[src/rtl/mult_acc_pipe.sv]
// Pipelined signed/unsigned multiplier-accumulator with valid/ready flow control.
// One global advance signal moves every stage together; bubbles travel as cleared valid bits.
module mult_acc_pipe #(
  parameter int ASIZE      = 15,
  parameter int BSIZE      = 11,
  parameter int PIPE_DEPTH = 2,
  parameter int ACC_SIZE   = 34
) (
  input  logic                clk,
  input  logic                rst_n,
  input  logic                in_valid,
  output logic                in_ready,
  input  logic [ASIZE-1:0]    a,
  input  logic [BSIZE-1:0]    b,
  input  logic                a_signed,
  input  logic                b_signed,
  input  logic                acc_en,
  input  logic                acc_clr,
  output logic                out_valid,
  input  logic                out_ready,
  output logic [ACC_SIZE-1:0] p,
  output logic                ovf
);

  localparam int PSIZE = ASIZE + BSIZE + 1;
  localparam int NPS   = PIPE_DEPTH - 2;

  localparam logic [ACC_SIZE-1:0] ACC_MAX = {1'b0, {(ACC_SIZE-1){1'b1}}};
  localparam logic [ACC_SIZE-1:0] ACC_MIN = {1'b1, {(ACC_SIZE-1){1'b0}}};

  logic                adv;
  logic                out_valid_q, out_valid_d;
  logic [ACC_SIZE-1:0] p_q, p_d;
  logic                ovf_q, ovf_d;
  logic [ACC_SIZE-1:0] acc_q, acc_d;

  assign adv       = !out_valid_q || out_ready;
  assign in_ready  = adv;
  assign out_valid = out_valid_q;
  assign p         = p_q;
  assign ovf       = ovf_q;

  // Stage 1: operands and sideband
  logic             s1_vld_q, s1_vld_d;
  logic [ASIZE-1:0] s1_a_q, s1_a_d;
  logic [BSIZE-1:0] s1_b_q, s1_b_d;
  logic             s1_as_q, s1_as_d;
  logic             s1_bs_q, s1_bs_d;
  logic             s1_en_q, s1_en_d;
  logic             s1_clr_q, s1_clr_d;

  always_comb begin
    s1_vld_d = s1_vld_q;
    s1_a_d   = s1_a_q;
    s1_b_d   = s1_b_q;
    s1_as_d  = s1_as_q;
    s1_bs_d  = s1_bs_q;
    s1_en_d  = s1_en_q;
    s1_clr_d = s1_clr_q;
    if (adv) begin
      s1_vld_d = in_valid;
      if (in_valid) begin
        s1_a_d   = a;
        s1_b_d   = b;
        s1_as_d  = a_signed;
        s1_bs_d  = b_signed;
        s1_en_d  = acc_en;
        s1_clr_d = acc_clr;
      end
    end
  end

  always_ff @(posedge clk or negedge rst_n) begin
    if (!rst_n) begin
      s1_vld_q <= 1'b0;
      s1_a_q   <= '0;
      s1_b_q   <= '0;
      s1_as_q  <= 1'b0;
      s1_bs_q  <= 1'b0;
      s1_en_q  <= 1'b0;
      s1_clr_q <= 1'b0;
    end else begin
      s1_vld_q <= s1_vld_d;
      s1_a_q   <= s1_a_d;
      s1_b_q   <= s1_b_d;
      s1_as_q  <= s1_as_d;
      s1_bs_q  <= s1_bs_d;
      s1_en_q  <= s1_en_d;
      s1_clr_q <= s1_clr_d;
    end
  end

  // Both operands widened to PSIZE two's complement; the low PSIZE bits of the product are exact.
  logic [ASIZE:0]   a_ext;
  logic [BSIZE:0]   b_ext;
  logic [PSIZE-1:0] a_wide, b_wide, prod_s1;

  assign a_ext   = {s1_as_q & s1_a_q[ASIZE-1], s1_a_q};
  assign b_ext   = {s1_bs_q & s1_b_q[BSIZE-1], s1_b_q};
  assign a_wide  = {{(PSIZE-ASIZE-1){a_ext[ASIZE]}}, a_ext};
  assign b_wide  = {{(PSIZE-BSIZE-1){b_ext[BSIZE]}}, b_ext};
  assign prod_s1 = a_wide * b_wide;

  logic             fin_vld;
  logic [PSIZE-1:0] fin_prod;
  logic             fin_en;
  logic             fin_clr;

  generate
    if (NPS == 0) begin : g_direct
      assign fin_vld  = s1_vld_q;
      assign fin_prod = prod_s1;
      assign fin_en   = s1_en_q;
      assign fin_clr  = s1_clr_q;
    end else begin : g_prod_pipe
      logic [NPS-1:0]   ps_vld_q, ps_vld_d;
      logic [NPS-1:0]   ps_en_q, ps_en_d;
      logic [NPS-1:0]   ps_clr_q, ps_clr_d;
      logic [PSIZE-1:0] ps_prod_q [NPS];
      logic [PSIZE-1:0] ps_prod_d [NPS];

      always_comb begin
        ps_vld_d  = ps_vld_q;
        ps_en_d   = ps_en_q;
        ps_clr_d  = ps_clr_q;
        ps_prod_d = ps_prod_q;
        if (adv) begin
          ps_vld_d[0]  = s1_vld_q;
          ps_en_d[0]   = s1_en_q;
          ps_clr_d[0]  = s1_clr_q;
          ps_prod_d[0] = prod_s1;
          for (int k = 1; k < NPS; k++) begin
            ps_vld_d[k]  = ps_vld_q[k-1];
            ps_en_d[k]   = ps_en_q[k-1];
            ps_clr_d[k]  = ps_clr_q[k-1];
            ps_prod_d[k] = ps_prod_q[k-1];
          end
        end
      end

      always_ff @(posedge clk or negedge rst_n) begin
        if (!rst_n) begin
          ps_vld_q <= '0;
          ps_en_q  <= '0;
          ps_clr_q <= '0;
          for (int k = 0; k < NPS; k++) ps_prod_q[k] <= '0;
        end else begin
          ps_vld_q  <= ps_vld_d;
          ps_en_q   <= ps_en_d;
          ps_clr_q  <= ps_clr_d;
          ps_prod_q <= ps_prod_d;
        end
      end

      assign fin_vld  = ps_vld_q[NPS-1];
      assign fin_prod = ps_prod_q[NPS-1];
      assign fin_en   = ps_en_q[NPS-1];
      assign fin_clr  = ps_clr_q[NPS-1];
    end
  endgenerate

  // Final stage: one guard bit detects clipping of the accumulate sum.
  logic [ACC_SIZE-1:0] prod_ext, acc_base, acc_sat;
  logic [ACC_SIZE:0]   sum;
  logic                clip;

  assign prod_ext = {{(ACC_SIZE-PSIZE){fin_prod[PSIZE-1]}}, fin_prod};
  assign acc_base = fin_clr ? '0 : acc_q;
  assign sum      = {acc_base[ACC_SIZE-1], acc_base} + {prod_ext[ACC_SIZE-1], prod_ext};
  assign clip     = sum[ACC_SIZE] ^ sum[ACC_SIZE-1];
  assign acc_sat  = clip ? (sum[ACC_SIZE] ? ACC_MIN : ACC_MAX) : sum[ACC_SIZE-1:0];

  always_comb begin
    out_valid_d = out_valid_q;
    p_d         = p_q;
    ovf_d       = ovf_q;
    acc_d       = acc_q;
    if (adv) begin
      out_valid_d = fin_vld;
      if (fin_vld) begin
        if (fin_en) begin
          acc_d = acc_sat;
          p_d   = acc_sat;
          ovf_d = clip;
        end else begin
          p_d   = prod_ext;
          ovf_d = 1'b0;
        end
      end
    end
  end

  always_ff @(posedge clk or negedge rst_n) begin
    if (!rst_n) begin
      out_valid_q <= 1'b0;
      p_q         <= '0;
      ovf_q       <= 1'b0;
      acc_q       <= '0;
    end else begin
      out_valid_q <= out_valid_d;
      p_q         <= p_d;
      ovf_q       <= ovf_d;
      acc_q       <= acc_d;
    end
  end

endmodule

[config.mk]
export PLATFORM = sky130hd
export DESIGN_NAME = mult_acc_pipe
export DESIGN_NICKNAME = d
export VERILOG_FILES = /design/src/rtl/mult_acc_pipe.sv
export SDC_FILE = /design/constraint.sdc
export NUM_CORES = 1
export LEC_CHECK = 0
export CAP_MARGIN = 20
export CELL_PAD_IN_SITES_DETAIL_PLACEMENT = 1
export CELL_PAD_IN_SITES_GLOBAL_PLACEMENT = 2
export CORE_MARGIN = 3
export CORE_UTILIZATION = 24
export CTS_CLUSTER_SIZE = 20
export DETAILED_ROUTE_END_ITERATION = 6
export PLACE_DENSITY_LB_ADDON = 0.1
export SYNTH_ARGS = -nofsm -noshare
export SYNTH_HDL_FRONTEND = slang
export SYNTH_SLANG_ARGS = --single-unit
[constraint.sdc]
create_clock -name clk -period 9.8 [get_ports clk]
set_input_delay 2.45 -clock clk [delete_from_list [all_inputs] [get_ports clk]]
set_output_delay 2.45 -clock clk [all_outputs]
set_load 0.01 [all_outputs]
==> impl.org <==
** Outcome
- The flow ran to the end, and the final reports show no timing, DRC or antenna violations.

** Synth
- Post-synth top flop :: dfrtp_1
- When the netlist entered floorplanning its net count stood at 1701.
- Number of storage elements in the synthesis netlist :: 101
- In the synthesized netlist the async set-or-reset flop fraction comes to 1.00.
- Yosys warning count :: 0
- Post-synthesis cell type count :: 73
- The share of the Yosys chip area taken by registers is 0.196.
- In the synthesized netlist, the number of instances is 1402.
- Synthesized area :: 12900 um^2
- After synthesis, the mean cell area works out to 9.20 um^2.
- EDFF count, synth :: 0

** Placed design
- Weighted congestion at the end of routability-driven global placement :: 0.768
- Number of port buffers :: 70
- Half-perimeter wire length of the detailed placement result :: 33.0 mm
- Cell area reported after detailed placement :: 14300 um^2

** Routing
- DRC viols :: 0
- For this block, the routed nets add up to 41.4 mm of wire.
- Residual antenna-violating net count after detailed routing :: 0
- After detailed routing, the average wire length per cell comes to 19.5 um.
- Before antenna repair, the detailed router went through 4 iterations.
- Using the TritonRoute via totals, the vias-per-cell ratio works out to 4.58.
- For this block, the via count after detailed routing is 9748.
- The first routing iteration left 376 violations.

** Critical path
- The worst setup path is captured at a flip-flop.
- STA classifies the critical path startpoint as a flip-flop.
- Crit-path most repeated cell :: fa_1
- Launching element of the worst setup path :: s1_b_q[10]
- Worst Path Required :: 10.04 ns
- Critical Path Fanout Max :: 41
- In this run the critical register-to-register path is launched from s1_b_q[10].
- Setup slack of the most critical reg-to-reg path :: 0.78 ns
- The largest individual stage delay along the critical path comes from the cell fa_1.
- The worst register-to-register path ends at p[25].
- The largest single stage delay on the critical path is 0.55 ns.
- Register-to-Register Path Depth :: 31
- Data arrives at the worst endpoint at 9.27 ns.
- The critical path in this run is classified as flip-flop to flip-flop.

** STA
- Timing would allow up to 111 MHz.
- For the pin with the worst max-slew slack, the measured transition is 1.03 ns.
- Final critical-path required period :: 9.02 ns
- Share of the clock period used by the worst path after layout :: 0.921
- The worst pin sits at a relative slew slack of 0.313.
- Total negative setup slack :: 0 ns
- Setup violations remaining at the end of the flow were counted as 0.
- Setup repair after global routing left no endpoint under its margin.
- Count of pins over their slew limit :: 0
- The final hold violation count came to 0.
- On the final layout, the worst clock skew is 0.0176 ns.

** Clocking
- Maximum level of the CTS H-tree :: 3
- Num CTS Buffers :: 9
- Root buffer cell :: clkbuf_16
- Post-CTS Setup Inserts :: 0
- Worst-path clk slew :: 0.09 ns
- The clock reaches the later pin of the worst-skew pair after 0.40 ns.
- The clock passes through at most 2 buffers.
- CTS tree :: built
- Counting every sink on the clock net gives 101.

** Layout
- Area used by multi-input combinational logic :: 9230 um^2
- The number of antenna diodes in the final layout is 0.
- Share of final-layout standard cells stronger than drive strength 1 :: 0.0723
- From synthesis to final layout, the design area changed by 13.5%.
- Number of fillers in the final layout :: 6062
- Layout Nets :: 1733
- FF/Latch Area :: 2540 um^2
- The finished cells cover 14600 um^2.

** Global routing
- Overflow left after global routing :: 0
- Global-route wire length before repair :: 67.3 mm
- Overall routing resource usage :: 0.154
- Largest net degree at the start of global routing :: 60
- The number of global-route vias before repair came to 11300.
- The initial antenna violation count was 0.

** Floorplanning
- After floorplanning, the core was divided into 84 placement rows.
- The floorplan step set the die width to 238 um.
- The floorplan step defined a die boundary enclosing 56600 um^2.
- CORE AREA :: 52900 um^2
- Ports placed on the boundary :: 71
- Initial core utilization :: 0.244
- Vertical die dimension :: 238 um

** Job
- Number of violations of the max-capacitance limit :: 0

** Hold path
- Worst hold path startpoint :: acc_q[1]
- Hold Crit Class :: flip-flop to flip-flop
- Worst hold stages :: 2
- Worst Hold End :: acc_q[1]
## cell type report
| class | count | area share |
|---|---|---|
| Tap cell | 688 | 0.0588 |
| Sequential cell | 101 | 0.174 |
| Multi-Input combinational cell | 1000 | 0.631 |
| Timing Repair Buffer | 86 | 0.0559 |
| Inverter | 236 | 0.0605 |
| Clock inverter | 7 | 0.00530 |
| Clock buffer | 9 | 0.0154 |
## cells in the mapped netlist (3+ instances only)
master	instances	share of area
inv_1	236	0.069
fa_1	175	0.27
nand2_1	156	0.045
dfrtp_1	101	0.20
ha_1	90	0.087
nor2_1	72	0.021
and2_1	57	0.028
clkbuf_1	52	0.015
a21oi_1	50	0.019
xnor2_1	41	0.028
nor2b_1	37	0.018
o21ai_0	32	0.012
o2bb2ai_1	32	0.022
mux2_2	30	0.026
o22ai_1	26	0.013
a21o_1	19	0.011
nor3_1	15	0.0058
o211ai_1	14	0.0081
nand3_1	13	0.0050
o21a_1	11	0.0064
and3_1	10	0.0048
o21bai_1	10	0.0058
or2_2	9	0.0044
xor2_1	9	0.0061
a211oi_1	8	0.0047
buf_2	8	0.0031
nand2b_1	7	0.0034
a31oi_1	6	0.0029
a221o_1	5	0.0039
o21ai_1	5	0.0019
a311oi_1	4	0.0027
o221ai_1	4	0.0027
a21boi_0	3	0.0017
a22o_1	3	0.0020
buf_6	3	0.0026
nand4_1	3	0.0015
## layout by cell type, fill, tap and decap left out, types with 19 or more instances in the layout
cell type and instances:
dfrtp_1 91, o22ai_1 26, a21oi_1 50, ha_1 90
o2bb2ai_1 32, mux2_2 30, clkdlybuf4s50_1 69, and2_1 57
nor2b_1 37, nor2_1 71, inv_1 236, o21ai_0 32
xnor2_1 41, nand2_1 155, fa_1 175, a21o_1 19
## worst max path at each step
stage,cells after the start,end
finish,31,p[25]
detailed placement,30,p[25]
CTS,30,p[25]
global route,36,p[25]
global placement,30,p[25]
floorplan,31,p[30]
## per-stage QoR
stage / hold WS (ns) / setup WS (ns) / cells / utilization
2_1_floorplan: 0.442 / 2.00 / 1402 / -
3_3_place_gp: 0.459 / 0.375 / 2111 / 0.271
3_5_place_dp: 0.467 / 0.297 / 2111 / 0.271
4_1_cts: 0.487 / 0.256 / 2127 / 0.277
5_1_grt: 0.523 / 0.149 / 2127 / 0.277
6_report: 0.480 / 0.775 / 2127 / 0.277
## repair_timing
item,CTS,global route
setup endpoints to repair,0,64
gates resized for setup,0,10
hold buffers,0,0
## worst max-delay path: cells and delay by family (launching register included)
kind	cells	cell delay, ns
and+or+nand+nor	7	1.32
adders and majority gates	7	3.19
xor gates and xnor gates	1	0.28
AOI/OAI and AO/OA	12	2.81
DFF	1	0.39
buffers and inverters	4	0.84
## routing by layer
| metal | up-vias | routed length [um] | global-route usage |
|---|---|---|---|
| li1 | 4591 | - | - |
| met1 | 5069 | 20000 | 0.214 |
| met2 | 72 | 20200 | 0.266 |
| met3 | 16 | 906 | 0.0166 |
| met4 | 0 | 284 | 0.0216 |
| met5 | - | 0 | 0 |
## registers in the layout, indices dropped and copies added (netlist names), 11 cells and up
name,count
s1_b_q,11
p,34
acc_q,34
s1_a_q,15
## cell families (layout without fill, tap and decap cells)
group	Yosys count	count (layout)	synth area share
and+or+nand+nor	395	395	0.148
buffers and inverters	301	338	0.0901
adders and majority gates	266	266	0.360
AOI/OAI and AO/OA	254	254	0.138
DFF	101	101	0.196
xor gates and xnor gates	55	55	0.0418
muxes	30	30	0.0262
Power is not shown: default switching activity piles up to over one toggle a cycle in this logic, so the estimate is an artifact.
==> RTL change (config.mk and constraints unchanged) <==
The parameter `ASIZE` goes from 15 to 14.
--- a/src/rtl/mult_acc_pipe.sv
+++ b/src/rtl/mult_acc_pipe.sv
@@ -1,7 +1,7 @@
 // Pipelined signed/unsigned multiplier-accumulator with valid/ready flow control.
 // One global advance signal moves every stage together; bubbles travel as cleared valid bits.
 module mult_acc_pipe #(
-  parameter int ASIZE      = 15,
+  parameter int ASIZE      = 14,
   parameter int BSIZE      = 11,
   parameter int PIPE_DEPTH = 2,
   parameter int ACC_SIZE   = 34
Interface: changed (resized a); port bits go from 71 to 70. The function was not compared with the original's and may differ.
==> RTL change against the original RTL <==
- design area decreased by 1.0%
- critical path depth increased by 2
- setup slack got worse by 0.016 ns
- synthesized area decreased by 1.6%
- routed wire length increased by 2.6%
- first-iteration DRC count decreased by 4.3%
- synthesized cell count decreased by 0.43%
- sequential cell count decreased by 1
- critical endpoint is now p[27]
Power is left out: the tool's default activity adds up to more than one toggle a clock period on the data nets, which glitch-free logic cannot reach.
==> RTL change: results (changes against the original RTL) <==
metric	value	unit	change
status	finished clean		unchanged
GRT Util Overall	15.99	%	was 15.39%
met2 wire length	20.32	mm	was 20.22 mm
Post-DP HPWL	33.59	mm	was 32.98 mm
gpl congestion	0.7814		was 0.7678
WL met1	20.72	mm	was 20.04 mm
share of post-route cells with drive strength above 1	7.479	%	was 7.227%
wire length on met3	871	microns	was 906 microns
Buffers on Ports	69		was 70
Crit-path slowest cell	dfrtp_1		was fa_1
Place WS	0.3245	ns	was 0.2974 ns
Critical Path Max Stage Delay	0.78	ns	was 0.55 ns
DR iter-0 viols	360		was 376
syn_nets	1682		was 1701
vias in the first global route	11190		was 11310
Yosys cell types	76		was 73
Cells after Synth	1396		was 1402
Synth area leaders	fa_1, dfrtp_1, ha_1, inv_1, nand2_1		unchanged
root buffer cell	clkbuf_16		unchanged
crit path max fanout	14		was 41
vias	9747		was 9748
Routed WL	42.51	mm	was 41.45 mm
final-stage net count	1725		was 1733
register area share after synthesis	19.72	%	was 19.59%
largest net degree at the start of global routing	58		was 60
filler cell count	6011		was 6062
Post-Layout Cell Count	2124		was 2127
crit path DAT	9.38	ns	was 9.27 ns
Worst-Margin Slew	0.9241	ns	was 1.027 ns
global-route wire length before repair	68.75	mm	was 67.28 mm
delay-heaviest family, CP	compound AO/OA/AOI/OAI gates		was adder cells
## RTL change: worst min-delay path, cell delays in order, from the launching register on
cell     delay (ns)
dfrtp_1        0.35
nand2_1        0.05
o31ai_1        0.05
## RTL change: final timing paths
| kind | from | to | depth (start not counted) | slack (ns) |
|---|---|---|---|---|
| worst min-delay path | acc_q[26] | acc_q[26] | 2 | 0.48 |
| worst max-delay path | s1_b_q[1] | p[27] | 33 | 0.76 |
| min in group asynchronous | rst_n | acc_q[7] | 1 | 2.14 |
| worst min register to register | acc_q[26] | acc_q[26] | 2 | 0.48 |
| worst max register to register | s1_b_q[1] | p[27] | 33 | 0.76 |
| max in group asynchronous | rst_n | s1_b_q[10] | 2 | 6.48 |
## RTL change: cells by family after synthesis
family / synth area share [%]
adder cells (fa/ha/maj): 35.24
buffers and inverters: 8.696
flip-flops: 19.72
AND/OR/NAND/NOR: 14.55
multiplexers: 2.977
AO/OA/AOI/OAI: 14.36
XOR/XNOR: 4.456
## RTL change: routing by layer
layer	vias up	GRT usage [%]
met1	5005	22.03
met3	29	2.409
met5	-	0
met2	93	26.76
met4	0	3.042
li1	4620	-
## RTL change: stage by stage
| stage | hold WS, ns | instance area (sq um) |
|---|---|---|
| after global routing | 0.5040 | 14490 |
| after global placement | 0.4557 | 14140 |
| after floorplan | 0.4407 | 12690 |
| after detailed placement | 0.4638 | 14140 |
| after CTS | 0.4861 | 14460 |
| final | 0.4796 | 14490 |
## RTL change: layout make-up
cell class / count / area [sq um] / area share (%)
multi-input combinational: 1013 / 9106 / 62.87
sequential: 100 / 2510 / 17.33
timing repair buffer: 92 / 860.8 / 5.943
tap: 680 / 850.8 / 5.874
inverter: 223 / 837.1 / 5.779
clock buffer: 9 / 225.2 / 1.555
clock inverter: 7 / 95.09 / 0.6565
## RTL change: what timing repair did
item / 4_1_cts / 5_1_grt
resized for setup: 0 / 9
setup endpoints to repair: 0 / 63
setup buffers: 0 / 0
